### src/rtl/riscv_pkg.sv
// Shared core constants: default widths, the hardwired-zero register index,
// and the writeback-select encoding used by the WB stage.
package riscv_pkg;

    localparam int DEF_WORD_SIZE = 32;
    localparam int DEF_NUM_WORDS = 1024;
    localparam int DEF_NUM_REGS  = 32;
    localparam int DEF_REG_SEL   = $clog2(DEF_NUM_REGS);
    localparam int DEF_ADDR_SIZE = $clog2(DEF_NUM_WORDS);

    localparam int X0 = 0;

    typedef logic [1:0] wb_sel_t;
    localparam wb_sel_t WB_ALU  = 2'd0;
    localparam wb_sel_t WB_MEM  = 2'd1;
    localparam wb_sel_t WB_LINK = 2'd2;

endpackage

### src/rtl/wb_regfile_if.sv
// MEM/WB pipeline register outputs as seen by the writeback stage.
// The MEM/WB register drives (master); wb_regfile consumes (slave). No handshake:
// the fields are sampled every cycle and a bubble is all-zero.
interface wb_regfile_if #(
    parameter int WORD_SIZE = 32,
    parameter int ADDR_SIZE = 10,
    parameter int REG_SEL   = 5
);
    logic [ADDR_SIZE-1:0] wb_pc;
    logic [WORD_SIZE-1:0] wb_read_data;
    logic [WORD_SIZE-1:0] wb_result;
    logic [REG_SEL-1:0]   wb_rd;
    logic                 wb_mem_to_reg;
    logic                 wb_jump;
    logic                 wb_reg_write;

    modport master (
        output wb_pc, wb_read_data, wb_result, wb_rd,
               wb_mem_to_reg, wb_jump, wb_reg_write
    );

    modport slave (
        input  wb_pc, wb_read_data, wb_result, wb_rd,
               wb_mem_to_reg, wb_jump, wb_reg_write
    );
endinterface

### src/rtl/regfile_core.sv
// Register storage: async-reset array, one write port, two raw read ports.
// Entry-0 masking and bypass are handled by the caller.
module regfile_core #(
    parameter int WORD_SIZE = 32,
    parameter int NUM_REGS  = 32,
    parameter int REG_SEL   = $clog2(NUM_REGS)
) (
    input  logic                 clk,
    input  logic                 rst_n,
    input  logic                 we,
    input  logic [REG_SEL-1:0]   waddr,
    input  logic [WORD_SIZE-1:0] wdata,
    input  logic [REG_SEL-1:0]   raddr1,
    input  logic [REG_SEL-1:0]   raddr2,
    output logic [WORD_SIZE-1:0] rdata1,
    output logic [WORD_SIZE-1:0] rdata2
);

    logic [WORD_SIZE-1:0] mem [NUM_REGS];

    always_ff @(posedge clk or negedge rst_n) begin
        if (!rst_n) begin
            for (int i = 0; i < NUM_REGS; i++) begin
                mem[i] <= '0;
            end
        end else if (we) begin
            mem[waddr] <= wdata;
        end
    end

    assign rdata1 = mem[raddr1];
    assign rdata2 = mem[raddr2];

endmodule

### src/rtl/wb_regfile.sv
// Writeback stage: selects the retiring value, commits it to the register file,
// serves two bypassed decode read ports, drives the WB forwarding bus and a commit counter.
module wb_regfile
    import riscv_pkg::*;
#(
    parameter int WORD_SIZE = DEF_WORD_SIZE,
    parameter int NUM_WORDS = DEF_NUM_WORDS,
    parameter int NUM_REGS  = DEF_NUM_REGS,
    parameter int REG_SEL   = $clog2(NUM_REGS),
    parameter int ADDR_SIZE = $clog2(NUM_WORDS)
) (
    input  logic                 clk,
    input  logic                 rst_n,
    wb_regfile_if.slave          wb,
    input  logic [REG_SEL-1:0]   rs1_addr,
    input  logic [REG_SEL-1:0]   rs2_addr,
    output logic [WORD_SIZE-1:0] rs1_data,
    output logic [WORD_SIZE-1:0] rs2_data,
    output logic                 fwd_valid,
    output logic [REG_SEL-1:0]   fwd_rd,
    output logic [WORD_SIZE-1:0] fwd_data,
    output logic [31:0]          wb_count
);

    wb_sel_t              wb_sel;
    logic [WORD_SIZE-1:0] link;
    logic [WORD_SIZE-1:0] wb_value;
    logic [WORD_SIZE-1:0] raw1;
    logic [WORD_SIZE-1:0] raw2;
    logic                 commit;

    always_comb begin
        wb_sel = WB_ALU;
        if (wb.wb_jump) begin
            wb_sel = WB_LINK;
        end else if (wb.wb_mem_to_reg) begin
            wb_sel = WB_MEM;
        end
    end

    // Widen before the increment so the last word of memory links to 0x1000, not 0.
    assign link = (WORD_SIZE'(wb.wb_pc) + WORD_SIZE'(1)) << 2;

    always_comb begin
        wb_value = wb.wb_result;
        case (wb_sel)
            WB_LINK: wb_value = link;
            WB_MEM:  wb_value = wb.wb_read_data;
            default: wb_value = wb.wb_result;
        endcase
    end

    assign commit = wb.wb_reg_write && (wb.wb_rd != REG_SEL'(X0));

    regfile_core #(
        .WORD_SIZE (WORD_SIZE),
        .NUM_REGS  (NUM_REGS),
        .REG_SEL   (REG_SEL)
    ) u_core (
        .clk    (clk),
        .rst_n  (rst_n),
        .we     (commit),
        .waddr  (wb.wb_rd),
        .wdata  (wb_value),
        .raddr1 (rs1_addr),
        .raddr2 (rs2_addr),
        .rdata1 (raw1),
        .rdata2 (raw2)
    );

    // Write-first: a commit landing this edge is already visible to decode.
    always_comb begin
        rs1_data = raw1;
        if (rs1_addr == REG_SEL'(X0)) begin
            rs1_data = '0;
        end else if (commit && (wb.wb_rd == rs1_addr)) begin
            rs1_data = wb_value;
        end
    end

    always_comb begin
        rs2_data = raw2;
        if (rs2_addr == REG_SEL'(X0)) begin
            rs2_data = '0;
        end else if (commit && (wb.wb_rd == rs2_addr)) begin
            rs2_data = wb_value;
        end
    end

    assign fwd_valid = commit;
    assign fwd_rd    = wb.wb_rd;
    assign fwd_data  = wb_value;

    always_ff @(posedge clk or negedge rst_n) begin
        if (!rst_n) begin
            wb_count <= '0;
        end else if (commit) begin
            wb_count <= wb_count + 32'd1;
        end
    end

endmodule

### src/flat_wrapper.sv
// flat-port wrapper written by rule: the top's interface ports become plain ports
module wb_regfile_flat import riscv_pkg::*;
#(
    parameter int WORD_SIZE = DEF_WORD_SIZE,
    parameter int NUM_WORDS = DEF_NUM_WORDS,
    parameter int NUM_REGS  = DEF_NUM_REGS,
    parameter int REG_SEL   = $clog2(NUM_REGS),
    parameter int ADDR_SIZE = $clog2(NUM_WORDS)
)
  (clk, rst_n, rs1_addr, rs2_addr, rs1_data, rs2_data, fwd_valid, fwd_rd, fwd_data, wb_count, wb_wb_pc, wb_wb_read_data, wb_wb_result, wb_wb_rd, wb_wb_mem_to_reg, wb_wb_jump, wb_wb_reg_write);
  wb_regfile_if #(.WORD_SIZE(WORD_SIZE), .ADDR_SIZE(ADDR_SIZE), .REG_SEL(REG_SEL)) wb_i ();
  input  logic clk;
  input  logic rst_n;
  input  logic [REG_SEL-1:0] rs1_addr;
  input  logic [REG_SEL-1:0] rs2_addr;
  output logic [WORD_SIZE-1:0] rs1_data;
  output logic [WORD_SIZE-1:0] rs2_data;
  output logic fwd_valid;
  output logic [REG_SEL-1:0] fwd_rd;
  output logic [WORD_SIZE-1:0] fwd_data;
  output logic [31:0] wb_count;
  input wire logic [$bits(wb_i.wb_pc)-1:0] wb_wb_pc;
  input wire logic [$bits(wb_i.wb_read_data)-1:0] wb_wb_read_data;
  input wire logic [$bits(wb_i.wb_result)-1:0] wb_wb_result;
  input wire logic [$bits(wb_i.wb_rd)-1:0] wb_wb_rd;
  input wire logic [$bits(wb_i.wb_mem_to_reg)-1:0] wb_wb_mem_to_reg;
  input wire logic [$bits(wb_i.wb_jump)-1:0] wb_wb_jump;
  input wire logic [$bits(wb_i.wb_reg_write)-1:0] wb_wb_reg_write;
  assign wb_i.wb_pc = wb_wb_pc;
  assign wb_i.wb_read_data = wb_wb_read_data;
  assign wb_i.wb_result = wb_wb_result;
  assign wb_i.wb_rd = wb_wb_rd;
  assign wb_i.wb_mem_to_reg = wb_wb_mem_to_reg;
  assign wb_i.wb_jump = wb_wb_jump;
  assign wb_i.wb_reg_write = wb_wb_reg_write;
  wb_regfile #(.WORD_SIZE(WORD_SIZE), .NUM_WORDS(NUM_WORDS), .NUM_REGS(NUM_REGS), .REG_SEL(REG_SEL), .ADDR_SIZE(ADDR_SIZE)) u_core (.clk(clk), .rst_n(rst_n), .wb(wb_i), .rs1_addr(rs1_addr), .rs2_addr(rs2_addr), .rs1_data(rs1_data), .rs2_data(rs2_data), .fwd_valid(fwd_valid), .fwd_rd(fwd_rd), .fwd_data(fwd_data), .wb_count(wb_count));
endmodule
### config.mk
export PLATFORM = sky130hd
export DESIGN_NAME = wb_regfile_flat
export DESIGN_NICKNAME = d
export VERILOG_FILES = /design/src/rtl/riscv_pkg.sv /design/src/rtl/wb_regfile_if.sv /design/src/rtl/regfile_core.sv /design/src/rtl/wb_regfile.sv /design/src/flat_wrapper.sv
export SDC_FILE = /design/constraint.sdc
export NUM_CORES = 2
export LEC_CHECK = 0
export CORE_MARGIN = 1.5
export CORE_UTILIZATION = 55
export DETAILED_ROUTE_END_ITERATION = 10
export PLACE_DENSITY = 0.74
export SLEW_MARGIN = 20
export SYNTH_ARGS = -nofsm -noshare
export SYNTH_HDL_FRONTEND = slang
export SYNTH_SLANG_ARGS = --single-unit
### constraint.sdc
create_clock -name clk -period 5.2 [get_ports clk]
set_clock_uncertainty 0.05 [all_clocks]
set_input_delay 1.3 -clock clk [delete_from_list [all_inputs] [get_ports clk]]
set_output_delay 1.3 -clock clk [all_outputs]
set_load 0.03 [all_outputs]
==> metrics.txt <==
run status=complete, but fails checks; failing checks=negative setup slack; CP Buf/Inv Count=3; leakage=about 28 nW; crit path from=rs1_addr[2]; Clock Tree Buf Depth=3; Core Area=100,000 sq um; GRT Residual Overflow=0; Top FF cell, synth=dfrtp_1; Register Area=about 26,000 sq um; vias per cell=a little under 7; Die Height=321 um; Worst VDD drop=0.313 mV; Top cell by count, worst path=buf_4; Via Count=45,600; DP Cell Count=6,405; EDFF count, synth=0; Setup WS pre-CTS=-0.398 ns; final WL=194,000 um; layout cell share with drive strength beyond 1=21.0%; largest net degree at the start of global routing=121; Hold Vio Cnt, Final=0; CTS tree=yes; die area=a little over 100,000 sq um; # setup viols final=1; number of max-cap violations=0; Core Rows=116; clock root buffer=clkbuf_16; Post-Syn Nets=5,229; Die Width=321 um; Initial Utilization=55.4%; HPWL Detailed=approximately 120,000 um; Worst Max-Slew Pin Slew=1.22 ns; fillers=around 7,500; post-layout util=64.3%; mapped cell area=55,400 sq um; Mean Syn Cell Area=approximately 11 sq um; critical path startpoint category=input port; setup TNS=-0.0133 ns; Slew Limit Fails=0; Multi-input gate area=26,500 sq um; routability cong.=around 0.93; slowest cell on the critical path=nor2_1; Req. time, crit path=3.85 ns; I/O Pins=228; number of buffers created by CTS=about 110; Yosys warning count=0; PwrDens=about 360 nW/um^2; crit path max fanout=18; ANT nets after route=0; Synth area leaders=dfrtp_1 (48%), mux4_2 (18%), o21ai_0 (9.1%); fin crit share=100%; Synth Instances=5,133; Area Growth Syn to Fin=16.0%; CTS Sinks=1,056; worst stage delay on the critical path=0.68 ns; sequential-to-total area share from yosys stat=47.7%; number of port buffers=227; Seq cells post-synth=about 1,100; ys async rst share=100%; Hold Crit Start=u_core.u_core.mem[1010]; Hold Crit Class=reg2reg; first-iteration detailed-routing DRC count=6,560; worst skew pair latency=between 0.7 and 0.8 ns; RSZ-0062 raised after global routing=false; critical path endpoint category=output port; H-tree depth=3; Final #Nets=5,318; final cell count without fillers=6,611; Max-slew headroom=about a fifth; n_diodes=0; top cell type's share of synthesized area=between 40 and 50%; TritonRoute pass-1 iters=8; Remaining DRCs=0; first-pass GRT wire length=289,000 um; CP delay by family, top=compound AO/OA/AOI/OAI gates; WP data arrival=3.86 ns; post-route minimum period=5.21 ns; Avg WL per Cell=29.3 um; CP Class=in2out; vias in the first global route=44,900; Worst-path clk slew=roughly 0.060 ns; largest area contributor in the netlist=dfrtp_1; reg2reg start=u_core.wb_count[11]; Fmax achieved=192 MHz; worst path cell trace=buf_4, nor2_1, a21oi_1, buf_4, a22oi_1, o22ai_1, a21oi_1, o21ai_0, buf_4; Reg2Reg Setup Slack=2.97 ns; GRT Util Overall=a little under two fifths; initial antenna violation count=4; Synth cell types=65; Setup WS post-layout=-0.0133 ns
stage by stage:
stage | hold slack [ns] | power, mW | area (sq um)
after floorplan | 0.388 | 13.1 | 55500
final | 0.346 | 23.4 | 64300
after global routing | 0.359 | 24.2 | 64300
after global placement | 0.326 | 14.8 | 60400
after detailed placement | 0.334 | 15.0 | 60400
after CTS | 0.347 | 23.3 | 64300
path summary, 6_finish.rpt:
check | to | depth (start not counted)
setup / recovery | rs1_data[18] | 9
hold / removal | u_core.u_core.mem[1010] | 0
setup reg to reg | u_core.wb_count[27] | 6
hold reg to reg | u_core.u_core.mem[1010] | 0
max in group asynchronous | u_core.u_core.mem[419] | 2
min in group asynchronous | u_core.u_core.mem[730] | 1
cell families after synthesis:
logic type	count (synthesis)	share of synthesized area [%]
AO/OA/AOI/OAI	1413	14.6
buffers and inverters	600	5.17
flip-flops	1056	47.7
adder cells (fa/ha/maj)	2	0.0451
multiplexers	646	21.8
AND/OR/NAND/NOR	1367	9.96
XOR/XNOR	49	0.774
flip-flops by register name, summed over array words and instances, names as in the netlist:
register,flops
u_core.u_core.mem,1024
u_core.wb_count,32
cell type report:
cell class,count,share of cell area [%]
multi-input combinational,3477,41.2
inverter,43,0.251
clock inverter,49,0.914
clock buffer,156,5.00
sequential,1056,41.1
tap,1298,2.52
timing repair buffer,532,8.99
synth_stat cells, types with 6 or more instances:
| master | n |
|---|---|
| nand2_1 | 1110 |
| dfrtp_1 | 1056 |
| o21ai_0 | 1005 |
| mux4_2 | 442 |
| clkbuf_1 | 410 |
| mux2i_1 | 194 |
| a22oi_1 | 113 |
| nor2_1 | 76 |
| buf_2 | 63 |
| a211oi_1 | 49 |
| a221oi_1 | 48 |
| a21oi_1 | 40 |
| inv_1 | 40 |
| nand3_1 | 40 |
| o21ai_1 | 40 |
| nor3_1 | 35 |
| a221o_1 | 32 |
| o22ai_1 | 31 |
| xnor2_1 | 28 |
| buf_6 | 27 |
| xor2_1 | 21 |
| buf_4 | 20 |
| nand4_1 | 19 |
| nor2b_1 | 17 |
| or2_2 | 17 |
| and3_1 | 16 |
| buf_1 | 16 |
| buf_8 | 14 |
| a22o_1 | 13 |
| o211ai_1 | 7 |
| and2_1 | 6 |
| buf_12 | 6 |
| nand2b_1 | 6 |
cell usage in the layout, fill, tap and decap left out, drive strengths merged, types with 37 or more instances in the layout:
master,synthesis,final
nand2,1110,1110
dfrtp,1056,1056
o21ai,1045,1045
mux4,447,447
buf,146,386
mux2i,194,194
clkbuf,411,156
clkdlybuf4s50,0,143
a22oi,113,113
nor2,76,76
a211oi,52,52
a221oi,50,50
inv,40,43
a21oi,41,41
nand3,40,40
nor3,37,37
per-layer routing:
| metal | wire length (um) | up-vias | track usage (%) |
|---|---|---|---|
| met1 | 69000 | 22600 | 49.8 |
| met4 | 15000 | 4 | 24.6 |
| li1 | - | 18800 | - |
| met2 | 85100 | 3360 | 55.8 |
| met5 | 27 | - | 0 |
| met3 | 24500 | 867 | 11.0 |
power breakdown:
group          leakage (nW)  internal [mW]  total, mW  switching (mW)
clock network          1.89           4.86       8.34            3.48
registers              14.1           9.39       10.3           0.925
logic                  12.3           2.23       4.73            2.50
total                  28.3           16.5       23.4            6.91
what timing repair did:
action,4_1_cts,5_1_grt
hold buffers,0,0
endpoints found under the hold margin,0,0
pin swaps,0,2
setup buffers,0,0
setup endpoints to repair,11,19
gates cloned,0,0
gates resized for setup,10,10
Note: power is estimated with default switching activity, not from simulation.
